==> config.mk <==
export PLATFORM = sky130hd
export DESIGN_NAME = video_blitter
export DESIGN_NICKNAME = d
export VERILOG_FILES = /design/src/rtl/video_blitter.sv
export SDC_FILE = /design/constraint.sdc
export NUM_CORES = 1
export LEC_CHECK = 0
export BUFFER_PORTS_ARGS = -buffer_cell sky130_fd_sc_hd__buf_2
export CAP_MARGIN = 25
export CORE_MARGIN = 4
export CORE_UTILIZATION = 40
export CTS_CLUSTER_SIZE = 40
export DETAILED_ROUTE_END_ITERATION = 6
export GPL_TIMING_DRIVEN = 0
export PLACE_DENSITY_LB_ADDON = 0.15
export SLEW_MARGIN = 20
export SYNTH_ARGS = -nofsm -noshare
export SYNTH_HDL_FRONTEND = slang
export SYNTH_SLANG_ARGS = --single-unit
==> constraint.sdc <==
create_clock -name clk -period 3.1 [get_ports clk]
set_input_delay 0.31 -clock clk [delete_from_list [all_inputs] [get_ports clk]]
set_output_delay 0.31 -clock clk [all_outputs]
set_load 0.02 [all_outputs]
==> src/rtl/video_blitter.sv <==
// rtl/video_blitter.sv - memory-to-video fill/copy DMA engine with iomem register window
//
// Purpose:
//   The CPU programs SRC/DST/COUNT/CTRL through the iomem responder window.
//   A start command then runs the master port to fill a word run with a constant
//   (SRC holds the value) or to copy a word run from SRC to DST.
//
// Ports:
//   clk, resetn               single clock, asynchronous active-low reset
//   iomem_valid/ready         responder handshake; ready pulses one cycle per access
//   iomem_wstrb/addr/wdata    responder request; wstrb==0 means read, addr[4:2] selects a register
//   iomem_rdata               responder read data, valid while iomem_ready is high
//   m_valid/ready             initiator handshake towards the video write port
//   m_wstrb/addr/wdata        initiator request; wstrb 4'hF write, 4'h0 read
//   m_rdata                   initiator read data, sampled on m_valid && m_ready
//   irq_done                  level interrupt, done && irq_en
//
// Register map (word offsets):
//   0 CTRL   W [0] start, [1] abort (both self-clearing); R/W [2] mode (1 = copy), [3] irq_en
//   1 STATUS R [0] busy, [1] done, [2] aborted; writing 1 clears done/aborted
//   2 SRC    3 DST    4 COUNT    5 REMAIN (read-only)    6-7 read as zero

module video_blitter #(
    parameter int COUNT_WIDTH = 16
) (
    input  logic        clk,
    input  logic        resetn,
    input  logic        iomem_valid,
    output logic        iomem_ready,
    input  logic [3:0]  iomem_wstrb,
    input  logic [31:0] iomem_addr,
    input  logic [31:0] iomem_wdata,
    output logic [31:0] iomem_rdata,
    output logic        m_valid,
    input  logic        m_ready,
    output logic [3:0]  m_wstrb,
    output logic [31:0] m_addr,
    output logic [31:0] m_wdata,
    input  logic [31:0] m_rdata,
    output logic        irq_done
);

    typedef enum logic [1:0] {S_IDLE, S_RD, S_WR} state_t;

    state_t                   state_q, state_d;
    logic                     ready_q, ready_d;
    logic [31:0]              rdata_q, rdata_d;
    logic                     mode_q, mode_d;
    logic                     irq_en_q, irq_en_d;
    logic                     done_q, done_d;
    logic                     aborted_q, aborted_d;
    logic                     abort_q, abort_d;
    logic [31:0]              src_q, src_d;
    logic [31:0]              dst_q, dst_d;
    logic [31:0]              cur_src_q, cur_src_d;
    logic [31:0]              cur_dst_q, cur_dst_d;
    logic [31:0]              data_q, data_d;
    logic [COUNT_WIDTH-1:0]   count_q, count_d;
    logic [COUNT_WIDTH-1:0]   remain_q, remain_d;

    logic        busy;
    logic        wr_commit;
    logic        start_wr;
    logic        abort_wr;
    logic        abort_now;
    logic [2:0]  reg_sel;
    logic [31:0] count_m;
    logic        unused_addr_bits;

    assign unused_addr_bits = ^{iomem_addr[31:5], iomem_addr[1:0]};

    function automatic logic [31:0] merge_bytes(input logic [31:0] old_v,
                                                input logic [31:0] new_v,
                                                input logic [3:0]  strb);
        logic [31:0] res;
        for (int b = 0; b < 4; b++) begin
            res[b*8 +: 8] = strb[b] ? new_v[b*8 +: 8] : old_v[b*8 +: 8];
        end
        return res;
    endfunction

    always_comb begin
        state_d   = state_q;
        mode_d    = mode_q;
        irq_en_d  = irq_en_q;
        done_d    = done_q;
        aborted_d = aborted_q;
        abort_d   = abort_q;
        src_d     = src_q;
        dst_d     = dst_q;
        cur_src_d = cur_src_q;
        cur_dst_d = cur_dst_q;
        data_d    = data_q;
        count_d   = count_q;
        remain_d  = remain_q;
        rdata_d   = 32'd0;
        count_m   = 32'd0;

        busy    = (state_q != S_IDLE);
        reg_sel = iomem_addr[4:2];

        // Request is seen on the first valid cycle, acked the next cycle; register
        // writes take effect on the ack edge while the requester still holds them.
        ready_d   = iomem_valid && !ready_q;
        wr_commit = iomem_valid && ready_q && (iomem_wstrb != 4'h0);
        start_wr  = wr_commit && (reg_sel == 3'd0) && iomem_wstrb[0] && iomem_wdata[0];
        abort_wr  = wr_commit && (reg_sel == 3'd0) && iomem_wstrb[0] && iomem_wdata[1];
        abort_now = abort_q || abort_wr;

        if (ready_d && (iomem_wstrb == 4'h0)) begin
            case (reg_sel)
                3'd0:    rdata_d = {28'd0, irq_en_q, mode_q, 2'b00};
                3'd1:    rdata_d = {29'd0, aborted_q, done_q, busy};
                3'd2:    rdata_d = src_q;
                3'd3:    rdata_d = dst_q;
                3'd4:    rdata_d = 32'(count_q);
                3'd5:    rdata_d = 32'(remain_q);
                default: rdata_d = 32'd0;
            endcase
        end

        if (wr_commit) begin
            case (reg_sel)
                3'd0: begin
                    if (iomem_wstrb[0]) begin
                        irq_en_d = iomem_wdata[3];
                        if (!busy) mode_d = iomem_wdata[2];
                    end
                end
                3'd1: begin
                    if (iomem_wstrb[0] && iomem_wdata[1]) done_d    = 1'b0;
                    if (iomem_wstrb[0] && iomem_wdata[2]) aborted_d = 1'b0;
                end
                3'd2: if (!busy) src_d = merge_bytes(src_q, iomem_wdata, iomem_wstrb);
                3'd3: if (!busy) dst_d = merge_bytes(dst_q, iomem_wdata, iomem_wstrb);
                3'd4: begin
                    if (!busy) begin
                        count_m = merge_bytes(32'(count_q), iomem_wdata, iomem_wstrb);
                        count_d = count_m[COUNT_WIDTH-1:0];
                    end
                end
                default: ;
            endcase
        end

        // Status set events below override a same-cycle W1C clear.
        case (state_q)
            S_IDLE: begin
                abort_d = 1'b0;
                // Abort in the same write as start cancels the start.
                if (start_wr && !abort_wr) begin
                    if (count_q == '0) begin
                        done_d = 1'b1;
                    end else begin
                        remain_d  = count_q;
                        cur_src_d = src_q;
                        cur_dst_d = dst_q;
                        // mode_d so a combined mode+start write takes the new mode
                        state_d   = mode_d ? S_RD : S_WR;
                    end
                end
            end
            S_RD: begin
                if (abort_wr) abort_d = 1'b1;
                if (m_ready) begin
                    data_d = m_rdata;
                    if (abort_now) begin
                        state_d   = S_IDLE;
                        aborted_d = 1'b1;
                        abort_d   = 1'b0;
                    end else begin
                        state_d = S_WR;
                    end
                end
            end
            S_WR: begin
                if (abort_wr) abort_d = 1'b1;
                if (m_ready) begin
                    cur_src_d = cur_src_q + 32'd4;
                    cur_dst_d = cur_dst_q + 32'd4;
                    remain_d  = remain_q - 1'b1;
                    if (abort_now) begin
                        state_d   = S_IDLE;
                        aborted_d = 1'b1;
                        abort_d   = 1'b0;
                    end else if (remain_q == COUNT_WIDTH'(1)) begin
                        state_d = S_IDLE;
                        done_d  = 1'b1;
                    end else begin
                        state_d = mode_q ? S_RD : S_WR;
                    end
                end
            end
            default: state_d = S_IDLE;
        endcase
    end

    always_ff @(posedge clk or negedge resetn) begin
        if (!resetn) begin
            state_q   <= S_IDLE;
            ready_q   <= 1'b0;
            rdata_q   <= 32'd0;
            mode_q    <= 1'b0;
            irq_en_q  <= 1'b0;
            done_q    <= 1'b0;
            aborted_q <= 1'b0;
            abort_q   <= 1'b0;
            src_q     <= 32'd0;
            dst_q     <= 32'd0;
            cur_src_q <= 32'd0;
            cur_dst_q <= 32'd0;
            data_q    <= 32'd0;
            count_q   <= '0;
            remain_q  <= '0;
        end else begin
            state_q   <= state_d;
            ready_q   <= ready_d;
            rdata_q   <= rdata_d;
            mode_q    <= mode_d;
            irq_en_q  <= irq_en_d;
            done_q    <= done_d;
            aborted_q <= aborted_d;
            abort_q   <= abort_d;
            src_q     <= src_d;
            dst_q     <= dst_d;
            cur_src_q <= cur_src_d;
            cur_dst_q <= cur_dst_d;
            data_q    <= data_d;
            count_q   <= count_d;
            remain_q  <= remain_d;
        end
    end

    // All master outputs come straight from flops frozen while waiting on m_ready.
    assign iomem_ready = ready_q;
    assign iomem_rdata = rdata_q;
    assign m_valid     = (state_q != S_IDLE);
    assign m_wstrb     = (state_q == S_WR) ? 4'hF : 4'h0;
    assign m_addr      = (state_q == S_RD) ? cur_src_q : cur_dst_q;
    assign m_wdata     = mode_q ? data_q : src_q;
    assign irq_done    = done_q && irq_en_q;

endmodule

==> qor.yml <==
synth_nets: 1239
synth_edf_count: 0
remaining_drc_errors: 0
place_congestion: 0.917
synth_cell_type_count: 62
synth_compound_area_share_pct: 14.3
relSlewSlack_pct: 31.8
synth_area_sq_um: 12000
grt_pass1_vias: 10500
synth.area.mux_share_pct: 19.4
cts_tree: "built"
setup_viol_count_final: 8
maxSlewViolCount: 0
diodes: 0
synth-xor-area-share_pct: 0
firstDrtPassIters: 6
fill_cells: 2831
r2r-start: "state_q[1]"
die_area_sq_um: 32900
placed_area_sq_um: 13500
grt_max_degree: 91
cts.clk_slew.worst_paths_ns: 0.06
hp-start: "m_rdata[30]"
cts.htree.levels: 1
endpoint_kind: "flop"
yosysSeqAreaShare_pct: 48.3
antenna_found_initial: 0
dr_total_vias: 10400
p_per_area_nw_per_um2: 990
clock_latency_ns: 0.54
rsz0062_at_grt: "yes"
ios: 207
startpoint: "state_q[1]"
yosysWarningCount: 0
cts.sinks: 232
skew_ns: 0.0158
p_leak_nw: 6.58
start_util_pct: 40.5
post-route-period-util_pct: 101
min_path_type: "input port to flop"
worst_ep_arrival_time_ns: 3.53
cts_buffers: 27
worstMarginPinSlew_ns: 1.01
worstSetupPathType: "flop to flop"
grt_pass1_wl_um: 64000
grt.overflow.total: 0
violations: "setup timing"
hpwl_um: 29800
viasPerCell: 5.89
period_needed_ns: 3.12
cap_violations: 0
die_w_um: 181
required_ns: 3.51
peakVddDrop_mv: 0.475
synthSimpleGateAreaFrac_pct: 13.8
design_area_sq_um: 14700
synthAdderAreaFrac_pct: 0.834
synth_top_family_by_area: "multiplexers"
reg2reg_slack_ns: -0.02
die-height_um: 181
core_area_sq_um: 29600
ys.flop_type: "dfrtp_1"
avgSynthCellArea_sq_um: 10.7
final_cell_count_no_fill: 1768
port_buffers: 177
hold_viol: 0
fmax_mhz: 320
synth-seq-cells: 232
place_inst: 1696
final_nets: 1472
drt_iter0_markers: 977
wl_per_cell_um: 23.5
routed_wl_um: 41500
syn_inst: 1127
drive_gt1_share_pct: 33.5
cts_buffer_depth: 3
status: "finished with violations"
path_max_fanout: 10
final_antenna_net_count: 0
total_power_mw: 14.5
synthToLayoutAreaGrowth_pct: 22.2
post-cts-setup-buffers: 0
worst_slack_ns: -0.0223
synthArstFlopShare_pct: 100
floorplan.rows: 63
setup_tns_ns: -0.135
grt_usage_pct: 24.8
startpoint_type: "flop"
root_buffer: "clkbuf_16"
[kinds of logic after synthesis]
group	after synthesis
muxes	209
and+or+nand+nor	322
adders and majority gates	8
buffers and inverters	91
AOI/OAI and AO/OA	265
DFF	232
[Yosys cell counts, drive strengths merged, types with 7 or more instances]
library cell  instances  area share (%)
a211oi                7            0.44
a21oi                68             2.8
a221oi               12            0.88
a22oi                30             1.9
a31oi                 7            0.36
and3                 21             1.1
and4                  7            0.51
buf                  37             1.6
clkbuf               44             1.4
dfrtp               232              48
ha                    8            0.83
inv                   9            0.28
mux2                188              18
mux2i                21             1.8
nand2                47             1.5
nand3                31             1.3
nand4                34             1.8
nor2                 94             3.0
nor3                 33             1.4
nor4                 18             1.0
o21ai                49             2.0
o22ai                38             2.0
[sequential cells by signal, indices dropped and copies added, names as in the netlist, 2 cells and up]
name         cells
cur_dst_q       32
cur_src_q       32
data_q          32
dst_q           32
iomem_rdata     32
src_q           32
count_q         16
remain_q        16
state_q          2
[worst paths after layout]
path,endpoint,cells after the start
setup / recovery,src_q[11],7
min in group asynchronous,data_q[24],2
max in group asynchronous,count_q[11],3
setup reg to reg,src_q[11],7
hold reg to reg,iomem_ready,1
hold / removal,data_q[30],2
[stage by stage]
| stage | setup slack [ns] | utilization, % | hold slack (ns) |
|---|---|---|---|
| floorplan | 0.823 | - | 0.0144 |
| global placement | -2.66 | 45.2 | 0.462 |
| detailed placement | -0.0800 | 45.4 | 0.382 |
| CTS | 0.0201 | 49.5 | 0.000152 |
| global route | -0.101 | 49.5 | 0.0108 |
| finish | -0.0223 | 49.5 | 0.00930 |
[placed cells by master, fill, tap and decap left out, types with 9 or more instances in the layout]
cell type,n
nor2_1,93
dlygate4sd3_1,25
a221oi_1,12
nand3_1,31
o21ai_0,31
a22oi_1,30
nand2_1,46
inv_1,9
nand4_1,33
clkbuf_16,27
a21oi_1,68
o22ai_1,38
and3_1,21
dfrtp_1,232
mux2_2,188
nor4_1,16
o21ai_1,17
buf_2,196
mux2i_1,21
nor3_1,32
clkbuf_1,39
[worst max-delay path: stages, from the launching register on]
cell	delay, ns
dfrtp_1	0.42
inv_1	0.10
ha_1	0.21
clkbuf_1	0.53
and3_1	0.35
nand2_1	0.19
nor2_1	0.79
mux2_2	0.41
[per-layer routing]
layer / track usage [%] / vias up / wire length (um)
met5: 0 / - / 0
met4: 6.18 / 0 / 1010
met3: 4.57 / 73 / 3300
met2: 38.7 / 436 / 18800
met1: 35.8 / 5172 / 18400
li1: - / 4727 / -
[area by class of cell]
type / instances / area [sq um] / share of cell area [%]
multi-input combinational: 804 / 5810 / 39.6
sequential: 232 / 5810 / 39.6
timing repair buffer: 204 / 1200 / 8.18
clock buffer: 29 / 703 / 4.79
tap: 390 / 488 / 3.32
buffer: 81 / 375 / 2.56
clock inverter: 18 / 258 / 1.76
inverter: 10 / 37.5 / 0.256
[what timing repair did]
action / 4_1_cts / 5_1_grt
hold buffers: 25 / 0
gates resized for setup: 8 / 6
cloned: 0 / 0
hold endpoints to repair: 112 / 0
pin swaps: 0 / 0
setup endpoints to repair: 67 / 52
[power breakdown]
part / switching (mW) / leakage, nW / internal [mW]
Clock: 1.31 / 0.476 / 2.14
Sequential: 1.06 / 2.96 / 3.95
Combinational: 3.72 / 3.14 / 2.35
Total: 6.09 / 6.58 / 8.44
Power figures use the tool's default switching activity.
